<file path="src/rtl/dbg_dump_unit.sv">
`timescale 1ns/1ps
// End-of-run dump engine: counts CPU cycles, halts on limit/trigger, streams regfile then data-memory words.
// Latency: halt on the trigger edge; first beat one cycle after entering REG; one beat per cycle thereafter.
// Backpressure: single output register; holds payload while dump_valid & !dump_ready, index advances only on a free slot.
module dbg_dump_unit #(
    parameter int CYCLE_LIMIT   = 45,
    parameter int NUM_REGS      = 32,
    parameter int MEM_BASE      = 0,
    parameter int NUM_MEM_WORDS = 9,
    parameter int MEM_AW        = 10,
    parameter int DATA_W        = 32
) (
    input  logic              clk,
    input  logic              rst,
    input  logic              en,
    input  logic              trig,
    output logic              cpu_halt,
    output logic [31:0]       cycle_cnt,
    output logic [4:0]        rf_raddr,
    input  logic [DATA_W-1:0] rf_rdata,
    output logic [MEM_AW-1:0] dm_raddr,
    input  logic [DATA_W-1:0] dm_rdata,
    output logic              dump_valid,
    input  logic              dump_ready,
    output logic [DATA_W-1:0] dump_data,
    output logic              dump_is_mem,
    output logic [7:0]        dump_idx,
    output logic              done
);

    // S_DRAIN is the done-pending state: every beat is loaded, the last one awaits acceptance.
    typedef enum logic [2:0] {S_RUN, S_REG, S_MEM, S_DRAIN, S_DONE} state_t;

    localparam logic [15:0] REG_LAST = 16'(NUM_REGS - 1);
    localparam logic [15:0] MEM_LAST = 16'((NUM_MEM_WORDS > 0) ? NUM_MEM_WORDS - 1 : 0);
    localparam logic [32:0] LIMIT    = 33'(CYCLE_LIMIT);

    state_t      state, state_nxt;
    logic [15:0] idx;
    logic        slot_free;
    logic        limit_hit;
    logic        go;
    logic        idx_last;
    logic        load;

    assign slot_free = !dump_valid || dump_ready;
    // Widened compare so a saturated counter can never alias onto the limit.
    assign limit_hit = (CYCLE_LIMIT != 0) && en && (({1'b0, cycle_cnt} + 33'd1) == LIMIT);
    assign go        = trig || limit_hit;
    assign idx_last  = (state == S_REG) ? (idx == REG_LAST) : (idx == MEM_LAST);
    assign load      = slot_free && ((state == S_REG) || (state == S_MEM));

    // State register
    always_ff @(posedge clk or posedge rst) begin
        if (rst) state <= S_RUN;
        else     state <= state_nxt;
    end

    // Next-state logic
    always_comb begin
        state_nxt = state;
        case (state)
            S_RUN:   if (go) state_nxt = S_REG;
            S_REG:   if (slot_free && idx_last) state_nxt = (NUM_MEM_WORDS != 0) ? S_MEM : S_DRAIN;
            S_MEM:   if (slot_free && idx_last) state_nxt = S_DRAIN;
            S_DRAIN: if (dump_ready) state_nxt = S_DONE;
            S_DONE:  state_nxt = S_DONE;
            default: state_nxt = S_RUN;
        endcase
    end

    // Outputs decoded from state and the index counter; reads are combinational
    always_comb begin
        cpu_halt = (state != S_RUN);
        done     = (state == S_DONE);
        rf_raddr = idx[4:0];
        dm_raddr = MEM_AW'(MEM_BASE) + MEM_AW'(idx);
    end

    // Cycle counter, index counter and the output beat register
    always_ff @(posedge clk or posedge rst) begin
        if (rst) begin
            cycle_cnt   <= '0;
            idx         <= '0;
            dump_valid  <= 1'b0;
            dump_data   <= '0;
            dump_is_mem <= 1'b0;
            dump_idx    <= '0;
        end else begin
            if ((state == S_RUN) && en && (cycle_cnt != 32'hFFFF_FFFF))
                cycle_cnt <= cycle_cnt + 32'd1;
            if (load) begin
                dump_valid  <= 1'b1;
                // Register 0 is hardwired zero in MIPS, whatever the read port returns.
                if (state == S_REG) dump_data <= (idx == 16'd0) ? '0 : rf_rdata;
                else                dump_data <= dm_rdata;
                dump_is_mem <= (state == S_MEM);
                dump_idx    <= idx[7:0];
                idx         <= idx_last ? 16'd0 : idx + 16'd1;
            end else if (dump_valid && dump_ready) begin
                dump_valid <= 1'b0;
            end
        end
    end

endmodule

</file>
<file path="config.mk">
export PLATFORM = sky130hd
export DESIGN_NAME = dbg_dump_unit
export DESIGN_NICKNAME = d
export VERILOG_FILES = /design/src/rtl/dbg_dump_unit.sv
export SDC_FILE = /design/constraint.sdc
export NUM_CORES = 1
export LEC_CHECK = 0
export CORE_UTILIZATION = 50
export CTS_CLUSTER_DIAMETER = 120
export DETAILED_ROUTE_END_ITERATION = 16
export PLACE_DENSITY = 0.84
export SYNTH_ARGS = -nofsm -noshare
export SYNTH_HDL_FRONTEND = slang
export SYNTH_SLANG_ARGS = --single-unit
</file>
<file path="constraint.sdc">
create_clock -name clk -period 4.5 [get_ports clk]
set_input_delay 0.45 -clock clk [delete_from_list [all_inputs] [get_ports clk]]
set_output_delay 0.45 -clock clk [all_outputs]
set_load 0.005 [all_outputs]
</file>
==> flow_summary.ini <==
[floorplan]
row_count = 36
pin_count = 160
die_w_um = 103
coreArea_um2 = 9860
dieArea_um2 = 10700
initial_core_util_pct = 52.0
die_y_um = 103

[global_routing]
antenna_found_initial = 0
gr-total-overflow = 0
grt_pass1_wl_um = 21400
grt.total_usage_pct = 26.4
use_met3_pct = 6.65
gr-usage-met1_pct = 34.0
busiest_layer = met2
grt_pass1_vias = 4322
met2_usage_pct = 43.4
grt_max_degree = 51

[clock_network]
cts_max_level = 3
clk_pin_slew_worst_paths_ns = 0.09
cts_root_buf = clkbuf_8
cts_made_buffers = 9
clk_path_buf_depth = 2
tritoncts = built
clkLatencyLatePin_ns = 0.37
cts_resized = 0
postCtsSetupBuffers = 0
cts.sinks = 93
postCtsHoldBufs = 0

[timing]
clock_skew_ns = 0.0121
grt_setup_unrepaired = false
setup_slack_ns = 1.12
fin_setup_tns_ns = 0
holdWs_ns = 0.469
clock.fmax_mhz = 295
slew_headroom_pct = 14.3
finalCriticalPeriod_ns = 3.38
fin_crit_sh_pct = 75.2
finalHoldViolations = 0
finalSetupViolations = 0
slew_violations = 0
tightest_slew_ns = 1.29

[yosys]
synth_area_um2 = 5130
synth_ff_type = dfrtp_1
synth-edff-count = 0
yosys_warnings = 0
ys_seq_area_share_pct = 45.4
syn-num-nets = 632
async_flop_share_pct = 100
synth-seq-cells = 93
synth.avg_cell_area_um2 = 9.18
netlist_instances = 559
synth_top_area_cell = dfrtp_1
yosys.area.top_type_share_pct = 45.4
synth_cell_types = 55
yosys-top-cells-area = dfrtp_1, nor2_1, a221oi_1

[power]
p_sw_mw = 1.27
power_density_nw_per_um2 = 486
seqPwrFrac_pct = 38.6
power_mw = 3.30
peakVddDrop_v = 0.000422
leakagePower_nw = 2.76
p_int_mw = 2.02
combPwrFrac_pct = 46.7
p_clk_share_pct = 14.8
p_sw_share_pct = 38.6

[drt]
first_pass_iters = 4
routed_via_density = 5.75
routedWlPerCell_um = 17.0
vias = 4678
antenna_left = 0
drt_iter0_markers = 182
drc = 0
drt_wl_total_um = 13900

[critical_path]
crit_top_cell = or3_1
crit_type = reg -> reg
max_stage_delay_ns = 0.72
crit_chain = ha_1, nand4_2, or4_1, or3_1, o211ai_1, or3_1, nor3_1, xor2_1
crit_buf_inv = 0
endpoint_kind = register
arrival_ns = 3.63
crit_required_ns = 4.74
start_kind = register
cp_max_fo = 12
crit_family = simple AND/OR/NAND/NOR gates
cp_slowest_cell = or4_1

[placed_design]
place_inst = 799
numPortBuffers = 159
placed_area_um2 = 6620
hpwl_um = 10100
pre_cts_slack_ns = 1.13
gp_congestion = 0.924

[run]
maxCapViolations = 0

[final_layout]
finalInstanceArea_um2 = 6780
drive_above_1_share_pct = 4.99
finalNonFillerCells = 814
nets = 750
area_growth_pct = 32.2
antennaDiodeCount = 0
utilization_pct = 68.7
fill_cells = 759

[worst_hold_path]
hold_class = reg -> reg

[outcome]
status = finished clean
==> path summary, 6_finish.rpt <==
path                              start       endpoint  slack, ns  cells past startpoint
setup / recovery           cycle_cnt[1]  cycle_cnt[25]       1.12                      8
hold / removal                  idx[15]        idx[15]       0.47                      1
setup reg to reg           cycle_cnt[1]  cycle_cnt[25]       1.12                      8
hold reg to reg                 idx[15]        idx[15]       0.47                      1
max in group asynchronous           rst  dump_data[22]       2.89                      3
min in group asynchronous           rst   cycle_cnt[0]       0.51                      2
==> cells in the final DEF (no fill, tap or decap), drive strengths merged, types with 6 or more instances in the layout <==
cell type	instances
clkbuf	11
a221oi	33
nor4	8
clkdlybuf4s50	159
o21ai	11
nor2	94
nand4	23
and3	6
or3	16
nor3	17
and4	8
xnor2	31
nand2	47
or4	10
dfrtp	93
nand3	18
inv	17
xor2	19
==> flip-flops by register name, indices dropped and copies added (netlist names) <==
register and count:
dump_valid 1, idx 16, state 3, dump_data 32, dump_is_mem 1, cycle_cnt 32
dump_idx 8
==> cell usage after synthesis, types with 3 or more instances <==
| cell type | n |
|---|---|
| a221oi_1 | 33 |
| a31oi_1 | 3 |
| and3_1 | 6 |
| and4_1 | 8 |
| buf_2 | 13 |
| buf_4 | 17 |
| clkbuf_1 | 23 |
| dfrtp_1 | 93 |
| ha_1 | 4 |
| inv_1 | 17 |
| nand2_1 | 47 |
| nand3_1 | 17 |
| nand4_1 | 19 |
| nand4_2 | 3 |
| nor2_1 | 94 |
| nor3_1 | 17 |
| nor4_1 | 8 |
| nor4b_1 | 3 |
| o21a_1 | 3 |
| o21ai_0 | 11 |
| o22ai_1 | 3 |
| o31ai_1 | 4 |
| or2_2 | 4 |
| or3_1 | 14 |
| or4_1 | 9 |
| xnor2_1 | 31 |
| xor2_1 | 19 |
==> layout make-up <==
class                           count  area [µm²]  area share (%)
Clock buffer                       11         131            1.94
Clock inverter                      4        26.3           0.387
Inverter                           18        68.8            1.01
Multi-Input combinational cell    392        2440            36.0
Sequential cell                    93        2330            34.3
Tap cell                          133         166            2.45
Timing Repair Buffer              163        1620            23.9
==> worst register-to-register path, stage by stage, from the launching register on <==
cell and delay (ns):
dfrtp_1 0.42, ha_1 0.29, nand4_2 0.18, or4_1 0.72, or3_1 0.43, o211ai_1 0.69, or3_1 0.30, nor3_1 0.09
xor2_1 0.16
==> per-layer routing <==
layer,vias to the layer above,wire length (µm)
li1,2206,-
met5,-,0
met3,29,1120
met4,0,319
met2,207,6690
met1,2236,5740
==> cell families after synthesis <==
group / Yosys count / synth area share, %
multiplexers: 3 / 0.610
AND/OR/NAND/NOR: 262 / 26.2
flip-flops: 93 / 45.4
adder cells (fa/ha/maj): 4 / 0.976
buffers and inverters: 74 / 7.29
XOR/XNOR: 50 / 8.54
AO/OA/AOI/OAI: 73 / 11.0
==> power by group through the flow <==
| stage | sequential, mW | combinational [mW] | clock, mW |
|---|---|---|---|
| global placement | 1.27 | 1.51 | 0 |
| floorplan | 1.23 | 0.897 | 0 |
| finish | 1.27 | 1.54 | 0.487 |
| CTS | 1.27 | 1.55 | 0.497 |
| global route | 1.31 | 1.71 | 0.537 |
| detailed placement | 1.29 | 1.55 | 0 |
Note: power is estimated with default switching activity, not from simulation.
